[src/rtl/ring_input_buffer.sv]
// Ring router input stage: sorts packets into high/low slot arrays with per-slot route codes,
// frees slots on allocator grants and promotes starving low packets into the high array.
module ring_input_buffer #(
  parameter int unsigned PACKET_SIZE  = 49,
  parameter int unsigned BUFFER_SIZE  = 4,
  parameter logic [15:0] ROUTER_ID    = 16'd0,
  parameter logic [15:0] OUT_PORT     = 16'h0001,
  parameter logic [15:0] LOCAL_PORT   = 16'h0002,
  parameter int unsigned STARVE_LIMIT = 16
) (
  input  logic                                    clk,
  input  logic                                    rst,
  input  logic [PACKET_SIZE-1:0]                  in_packet,
  input  logic                                    in_high,
  output logic                                    in_ready_high,
  output logic                                    in_ready_low,
  output logic [BUFFER_SIZE-1:0][PACKET_SIZE-1:0] buffer_high_prior,
  output logic [BUFFER_SIZE-1:0][PACKET_SIZE-1:0] buffer_low_prior,
  output logic [BUFFER_SIZE-1:0][15:0]            buffer_high_prior_route_info,
  output logic [BUFFER_SIZE-1:0][15:0]            buffer_low_prior_route_info,
  input  logic [15:0]                             grant_pos,
  input  logic                                    grant_valid,
  input  logic                                    grant_in_high,
  output logic [2:0]                              high_count,
  output logic [2:0]                              low_count
);

  localparam int unsigned IDX_W  = (BUFFER_SIZE > 1) ? $clog2(BUFFER_SIZE) : 1;
  localparam int unsigned VB     = PACKET_SIZE - 1;
  localparam int unsigned WAIT_W = 16;

  logic [BUFFER_SIZE-1:0][WAIT_W-1:0]      wait_q, wait_n;
  logic [BUFFER_SIZE-1:0][PACKET_SIZE-1:0] high_n, low_n;
  logic [BUFFER_SIZE-1:0][15:0]            hroute_n, lroute_n;
  logic [2:0]                              hcnt_n, lcnt_n;

  logic             in_valid, ins_high, ins_low, grant_hit;
  logic [IDX_W-1:0] grant_idx;
  logic             hfree_ok, lfree_ok, pdst_ok, psrc_ok;
  logic [IDX_W-1:0] hfree_idx, lfree_idx, pdst_idx, psrc_idx;
  logic [15:0]      in_route;

  assign in_ready_high = (high_count < 3'(BUFFER_SIZE));
  assign in_ready_low  = (low_count  < 3'(BUFFER_SIZE));

  // Slot selection: all decisions use cycle-start occupancy
  always_comb begin
    in_valid  = in_packet[VB];
    ins_high  = in_valid && in_high  && in_ready_high;
    ins_low   = in_valid && !in_high && in_ready_low;
    grant_hit = grant_valid && (grant_pos < 16'(BUFFER_SIZE));
    grant_idx = grant_pos[IDX_W-1:0];
    in_route  = (in_packet[31:16] == ROUTER_ID) ? LOCAL_PORT : OUT_PORT;

    hfree_ok  = 1'b0;
    hfree_idx = '0;
    lfree_ok  = 1'b0;
    lfree_idx = '0;
    for (int i = int'(BUFFER_SIZE) - 1; i >= 0; i--) begin
      if (!buffer_high_prior[IDX_W'(i)][VB]) begin
        hfree_ok  = 1'b1;
        hfree_idx = IDX_W'(i);
      end
      if (!buffer_low_prior[IDX_W'(i)][VB]) begin
        lfree_ok  = 1'b1;
        lfree_idx = IDX_W'(i);
      end
    end

    // Promotion target skips the slot taken by a same-cycle high insert
    pdst_ok  = 1'b0;
    pdst_idx = '0;
    psrc_ok  = 1'b0;
    psrc_idx = '0;
    for (int i = int'(BUFFER_SIZE) - 1; i >= 0; i--) begin
      if (!buffer_high_prior[IDX_W'(i)][VB] && !(ins_high && hfree_idx == IDX_W'(i))) begin
        pdst_ok  = 1'b1;
        pdst_idx = IDX_W'(i);
      end
      if (buffer_low_prior[IDX_W'(i)][VB] && wait_q[IDX_W'(i)] == WAIT_W'(STARVE_LIMIT) &&
          !(grant_hit && !grant_in_high && grant_idx == IDX_W'(i))) begin
        psrc_ok  = 1'b1;
        psrc_idx = IDX_W'(i);
      end
    end
  end

  // Next-state: age, grant, insert, promote, then recount
  always_comb begin
    high_n   = buffer_high_prior;
    low_n    = buffer_low_prior;
    hroute_n = buffer_high_prior_route_info;
    lroute_n = buffer_low_prior_route_info;
    wait_n   = wait_q;
    hcnt_n   = '0;
    lcnt_n   = '0;

    for (int i = 0; i < int'(BUFFER_SIZE); i++) begin
      if (buffer_low_prior[IDX_W'(i)][VB] && wait_q[IDX_W'(i)] != WAIT_W'(STARVE_LIMIT)) begin
        wait_n[IDX_W'(i)] = wait_q[IDX_W'(i)] + WAIT_W'(1);
      end
    end

    if (grant_hit) begin
      if (grant_in_high) begin
        high_n[grant_idx]   = '0;
        hroute_n[grant_idx] = '0;
      end else begin
        low_n[grant_idx]    = '0;
        lroute_n[grant_idx] = '0;
        wait_n[grant_idx]   = '0;
      end
    end

    if (ins_high && hfree_ok) begin
      high_n[hfree_idx]   = in_packet;
      hroute_n[hfree_idx] = in_route;
    end
    if (ins_low && lfree_ok) begin
      low_n[lfree_idx]    = in_packet;
      lroute_n[lfree_idx] = in_route;
      wait_n[lfree_idx]   = '0;
    end

    if (psrc_ok && pdst_ok) begin
      high_n[pdst_idx]   = buffer_low_prior[psrc_idx];
      hroute_n[pdst_idx] = buffer_low_prior_route_info[psrc_idx];
      low_n[psrc_idx]    = '0;
      lroute_n[psrc_idx] = '0;
      wait_n[psrc_idx]   = '0;
    end

    for (int i = 0; i < int'(BUFFER_SIZE); i++) begin
      hcnt_n = hcnt_n + 3'(high_n[IDX_W'(i)][VB]);
      lcnt_n = lcnt_n + 3'(low_n[IDX_W'(i)][VB]);
    end
  end

  always_ff @(posedge clk) begin
    if (rst) begin
      buffer_high_prior            <= '0;
      buffer_low_prior             <= '0;
      buffer_high_prior_route_info <= '0;
      buffer_low_prior_route_info  <= '0;
      wait_q                       <= '0;
      high_count                   <= '0;
      low_count                    <= '0;
    end else begin
      buffer_high_prior            <= high_n;
      buffer_low_prior             <= low_n;
      buffer_high_prior_route_info <= hroute_n;
      buffer_low_prior_route_info  <= lroute_n;
      wait_q                       <= wait_n;
      high_count                   <= hcnt_n;
      low_count                    <= lcnt_n;
    end
  end

endmodule
[config.mk]
export PLATFORM = sky130hd
export DESIGN_NAME = ring_input_buffer
export DESIGN_NICKNAME = d
export VERILOG_FILES = /design/src/rtl/ring_input_buffer.sv
export SDC_FILE = /design/constraint.sdc
export NUM_CORES = 1
export LEC_CHECK = 0
export BUFFER_PORTS_ARGS = -buffer_cell sky130_fd_sc_hd__buf_2
export CORE_MARGIN = 2
export CORE_UTILIZATION = 35
export DETAILED_ROUTE_END_ITERATION = 7
export PLACE_DENSITY = 0.55
export SYNTH_ARGS = -nofsm -noshare
export SYNTH_HDL_FRONTEND = slang
export SYNTH_SLANG_ARGS = --single-unit
[constraint.sdc]
create_clock -name clk -period 2.8 [get_ports clk]
set_input_delay 0.28 -clock clk [delete_from_list [all_inputs] [get_ports clk]]
set_output_delay 0.28 -clock clk [all_outputs]
set_load 0.1 [all_outputs]
======== After elaboration in Yosys (flattened, before gate mapping) ========
Cells that the tools add are included.
operators by class
  add/sub/neg operators ................... 2
  $lt $le $gt $ge ......................... 11
  eq/ne operators ......................... 6
  mux-type cells .......................... 69
  bitwise logic cells ..................... 14
  reduce and logical (&&, ||, !) cells .... 35
operators by type and width
  kind                                                                    number
  196-bit 2-to-1 mux                                                      8
  64-bit 2-to-1 mux                                                       12
  196-bit bitwise AND                                                     3
  196-bit bitwise mux                                                     3
  49-bit demux with 2-bit select                                          5
  196-bit NOT                                                             2
  64-bit bitwise AND                                                      6
  49-bit 2-to-1 mux                                                       6
  64-bit bitwise mux                                                      3
  64-bit NOT                                                              3
  16-bit demux with 2-bit select                                          5
  16-bit 2-to-1 mux                                                       8
  49-bit binary-select mux with 2-bit select                              1
  16-bit by 1-bit adder with 16-bit output, second input constant         2
  16-bit binary-select mux with 2-bit select                              1
  16-bit by 5-bit equality test with 1-bit output, second input constant  2
  16-bit by 5-bit != test with 1-bit output, second input constant        2
  1-bit logical AND                                                       24
  16-bit logical NOT                                                      1
  16-bit by 3-bit < comparator with 1-bit output, second input constant   1
  2-bit by 3-bit < comparator with 1-bit output, second input constant    5
  2-bit 2-to-1 mux                                                        7
  2-bit by 1-bit >= comparator with 1-bit output, second input constant   5
  1-bit 2-to-1 mux                                                        10
  3 further kinds                                                         12
word-level totals
  register bits ........................... 584
  bits of input ports ..................... 70
  logic and storage cells ................. 157

======== Depth between registers and ports, before layout ========
  depth in word-level cells ............... 15
  gate-level depth with buffers ........... 12
  gate-level depth less buffers ........... 8

======== Worst setup path before layout ========
OpenSTA, ideal clock, no wires.
  path kind ............................... flip-flop to flip-flop
  start ................................... reg buffer_low_prior[48] (netlist name)
  end ..................................... reg buffer_high_prior_route_info[21] (netlist name)
  library setup time ...................... 0.060 ns
  arrival time ............................ 2.654 ns
  data required time ...................... 2.740 ns
  slack ................................... 0.086 ns
  cell stages (with the launch flop) ...... 9
  path buffers ............................ 3
  cells stage by stage .................... dfxtp_1 -> clkbuf_1 -> inv_1 -> a211o_1 -> buf_2 -> nor3_1 -> clkbuf_1 -> a22o_1 -> a21o_1
between the ends
  longest elaborated chain between the ends .. 7
  elaborated cells on any way between the ends .. 9
ends and longest elaborated chain
  element                                     RTL line  RTL
  from (decl)                                 18        output logic [BUFFER_SIZE-1:0][PACKET_SIZE-1:0] buffer_low_prior,
  from (signal assigned)                      150       buffer_low_prior <= low_n;
  1-bit logical AND (*) (2 in series)         80        if (buffer_low_prior[IDX_W'(i)][VB] && wait_q[IDX_W'(i)] == WAIT_W'(STARVE_LIMIT) &&
  2-bit 2-to-1 mux                            80
  16-bit binary-select mux with 2-bit select  127       hroute_n[pdst_idx] = buffer_low_prior_route_info[psrc_idx];
  16-bit 2-to-1 mux (implied by the code)     127
  64-bit bitwise mux                          127
  64-bit 2-to-1 mux (*)                       125       if (psrc_ok && pdst_ok) begin
  to (signal assigned)                        151       buffer_high_prior_route_info <= hroute_n;
  to (decl)                                   19        output logic [BUFFER_SIZE-1:0][15:0] buffer_high_prior_route_info,
Every way passes the cells marked *; elsewhere a longest branch is shown, timed or not. The select of a mux whose other input is x is not followed.
A chain may end at the register's enable or synchronous reset.

======== Worst setup path after layout ========
  start ................................... reg wait_q[20] (netlist name)
  end ..................................... reg buffer_high_prior[76] (netlist name)
between the ends
  longest elaborated chain between the ends .. 9
  elaborated cells on any way between the ends .. 12
ends and longest elaborated chain
  element                                              RTL line  RTL
  from (decl)                                          32        logic [BUFFER_SIZE-1:0][WAIT_W-1:0] wait_q, wait_n;
  from (signal assigned)                               153       wait_q <= wait_n;
  16-bit by 5-bit equality test with 1-bit output (*)  80
  1-bit logical AND (*) (2 in series)                  80
  1-bit 2-to-1 mux                                     80
  2-bit 2-to-1 mux                                     80
  49-bit binary-select mux with 2-bit select           126       high_n[pdst_idx] = buffer_low_prior[psrc_idx];
  49-bit 2-to-1 mux (implied by the code)              126
  196-bit bitwise mux                                  126
  196-bit 2-to-1 mux (*)                               125
  to (signal assigned)                                 149       buffer_high_prior <= high_n;
  to (decl)                                            17        output logic [BUFFER_SIZE-1:0][PACKET_SIZE-1:0] buffer_high_prior,
Marks and branches as above.

==> flow_summary.json <==
{
  "worst_r2r_path_depth": 8,
  "yosys_warnings": 0,
  "synth_edf_count": 0,
  "clockRootBuffer": "clkbuf_16",
  "yosysMostFrequentCell": "dfxtp_1",
  "syn_area_um2": 19260,
  "vias": 16230,
  "syn_to_final_growth_pct": 34.03,
  "critical_path_buf_inv_count": 2,
  "cp_data_required_time_ps": 3290,
  "route.detailed.drc": 0,
  "port_buffers": 589,
  "timing_hold_violations_final": 0,
  "crit_arrival_ps": 3020,
  "drt-total-wl_um": 68410,
  "critPathCaptureType": "flop",
  "cpMaxStageDelayCell": "dfxtp_1",
  "fin_setup_tns_ps": 0,
  "post_cts_buffers": 0,
  "min_path_type": "input port to flop",
  "p_per_area_nw_per_um2": 695.7,
  "n_fill_cell": 5025,
  "slew_headroom": 0.2445,
  "antenna_found_initial": 2,
  "hold_depth": 4,
  "cts_tree": "built",
  "path_clk_slew_ps": 70,
  "grt_start_max_net_pins": 69,
  "worstMarginPinSlew_ps": 1131,
  "drive_gt1_frac": 0.3261,
  "multi_input_area_um2": 7760,
  "first_pass_iters": 5,
  "grt_overflow": 0,
  "die_width_um": 238.6,
  "dp_hpwl_um": 46120,
  "worst_setup_path_start_kind": "flop",
  "grt_use_total": 0.2313,
  "synthTopCellsByArea": "dfxtp_1 (57%), and2_1 (9.5%), a22oi_1 (5.7%)",
  "htreeDepth": 2,
  "fmax_mhz": 394.3,
  "cts_sinks": 552,
  "ant_nets": 0,
  "clk_latency_ps": 640,
  "initialDrtViolationCount": 919,
  "clock_skew_ps": 25.58,
  "ff_latch_area_um2": 11050,
  "ys_ff_latch": 552,
  "cp_cell_sequence": "nor4b_1, and4_1, o311ai_4, buf_12, buf_4, or2_2, mux2i_1, a21oi_1",
  "setup_violations": 0,
  "rows": 85,
  "crit_cells": 8,
  "grt_pass1_vias": 15980,
  "start_util": 0.3557,
  "die_h_um": 238.6,
  "synthTopCellsByCount": "dfxtp_1 (552), and2_1 (291), a22oi_1 (147)",
  "seq_area_frac_synth": 0.5738,
  "post_drt_wl_per_cell_um": 21.36,
  "crit_family": "simple AND/OR/NAND/NOR gates",
  "place.gp.congestion": 0.8450,
  "ys_async_sr_fraction": 0,
  "grt_pass1_wl_um": 100900,
  "cp_max_fo": 27,
  "cts_buffers": 58,
  "placed_area_um2": 23250,
  "io_pins": 598,
  "core_um2": 54130,
  "max_cap_viol_count": 0,
  "fin_nets": 2532,
  "vdd_drop_max_mv": 0.4477,
  "finalCriticalPeriod_ps": 2536,
  "final_max_slew_viol_count": 0,
  "period_share": 0.9057,
  "synthFlopType": "dfxtp_1",
  "synth.top_cell.area_share": 0.5738,
  "worst-setup-path-type": "flop to flop",
  "cts_buffer_depth": 3,
  "netlist_instances": 1851,
  "status": "finished clean",
  "synth.distinct_cells": 55,
  "synth_top_area_cell": "dfxtp_1",
  "stdcell_area_um2": 25810,
  "vias_per_cell": 5.070,
  "ff2ff_setup_slack_ps": 260,
  "critPathMaxStageDelay_ps": 400,
  "p_leak_nw": 12.38,
  "rsz0062_at_grt": "no",
  "syn_avg_cell_area_um2": 10.40,
  "dieArea_um2": 56910
}
[power breakdown]
| part | switching, W | internal, W | total, W |
|---|---|---|---|
| Sequential | 0.0000770 | 0.00796 | 0.00803 |
| Combinational | 0.00134 | 0.000337 | 0.00167 |
| Clock | 0.00331 | 0.00494 | 0.00825 |
[path summary, 6_finish.rpt]
check                                   startpoint                               end
setup / recovery                        wait_q[20]             buffer_high_prior[76]
hold / removal                       grant_in_high             buffer_high_prior[97]
setup reg to reg                        wait_q[20]             buffer_high_prior[76]
hold reg to reg   buffer_high_prior_route_info[23]  buffer_high_prior_route_info[23]
[layout by cell type, fill, tap and decap left out, types with 11 or more instances in the layout]
master           n
buf_2          588
dfxtp_1        552
and2_1         291
a22oi_1        147
a21o_1         114
a21oi_1        111
nor2_1          91
a22o_1          63
clkbuf_16       58
mux2i_1         50
or2_2           49
dlygate4sd3_1   48
buf_4           38
nand2_1         37
xor2_1          24
nor3_1          21
buf_12          16
o21a_1          15
a211oi_1        15
nand4_1         12
nand3_1         11
clkbuf_1        11
[cells by family (layout without fill, tap and decap cells)]
logic type / count (synthesis) / after routing / share of synthesized area
AOI/OAI and AO/OA: 483 / 483 / 0.1785
xor gates and xnor gates: 30 / 30 / 0.01364
adders and majority gates: 4 / 4 / 0.002599
buffers and inverters: 157 / 805 / 0.03366
DFF: 552 / 552 / 0.5738
muxes: 50 / 50 / 0.02599
other: 2 / 9 / 0.0003900
and+or+nand+nor: 573 / 573 / 0.1714
[layer usage]
metal | vias up | wire length (um) | track usage
li1 | 7651 | - | -
met1 | 7836 | 28350 | 0.2908
met2 | 617 | 32150 | 0.3776
met3 | 127 | 5512 | 0.06570
met4 | 2 | 2377 | 0.08523
met5 | - | 13 | 0
[metrics by stage]
step / setup slack [ps] / total power [W] / utilization / hold WS [ps] / std cells
floorplan: 86.30 / 0.009366 / - / 405.7 / 1857
global placement: 181.7 / 0.009802 / 0.4296 / 429.3 / 3046
detailed placement: 140.6 / 0.009821 / 0.4296 / 435.0 / 3046
CTS: 150.2 / 0.01812 / 0.4766 / 118.8 / 3201
global route: 84.88 / 0.01853 / 0.4768 / 141.8 / 3202
finish: 264.0 / 0.01796 / 0.4768 / 140.5 / 3202
[timing repair]
item / 4_1_cts / 5_1_grt
hold buffers: 48 / 0
gates resized for setup: 0 / 1
hold endpoints to repair: 92 / 0
setup endpoints to repair: 0 / 1
[worst reg2reg max path, stage by stage (launching register included)]
cell	delay, ps
dfxtp_1	400
nor4b_1	400
and4_1	370
o311ai_4	150
buf_12	220
buf_4	230
or2_2	300
mux2i_1	230
a21oi_1	110
[area by class of cell]
type	count	share of cell area
multi-input cells	1148	0.3006
inverters	8	0.001163
well taps	696	0.03374
flip-flops and latches	552	0.4281
clock buffers	79	0.06316
repair buffers	690	0.1561
clock inverters	28	0.01697
diodes	1	0.00009695
Note: power is estimated with default switching activity, not from simulation.
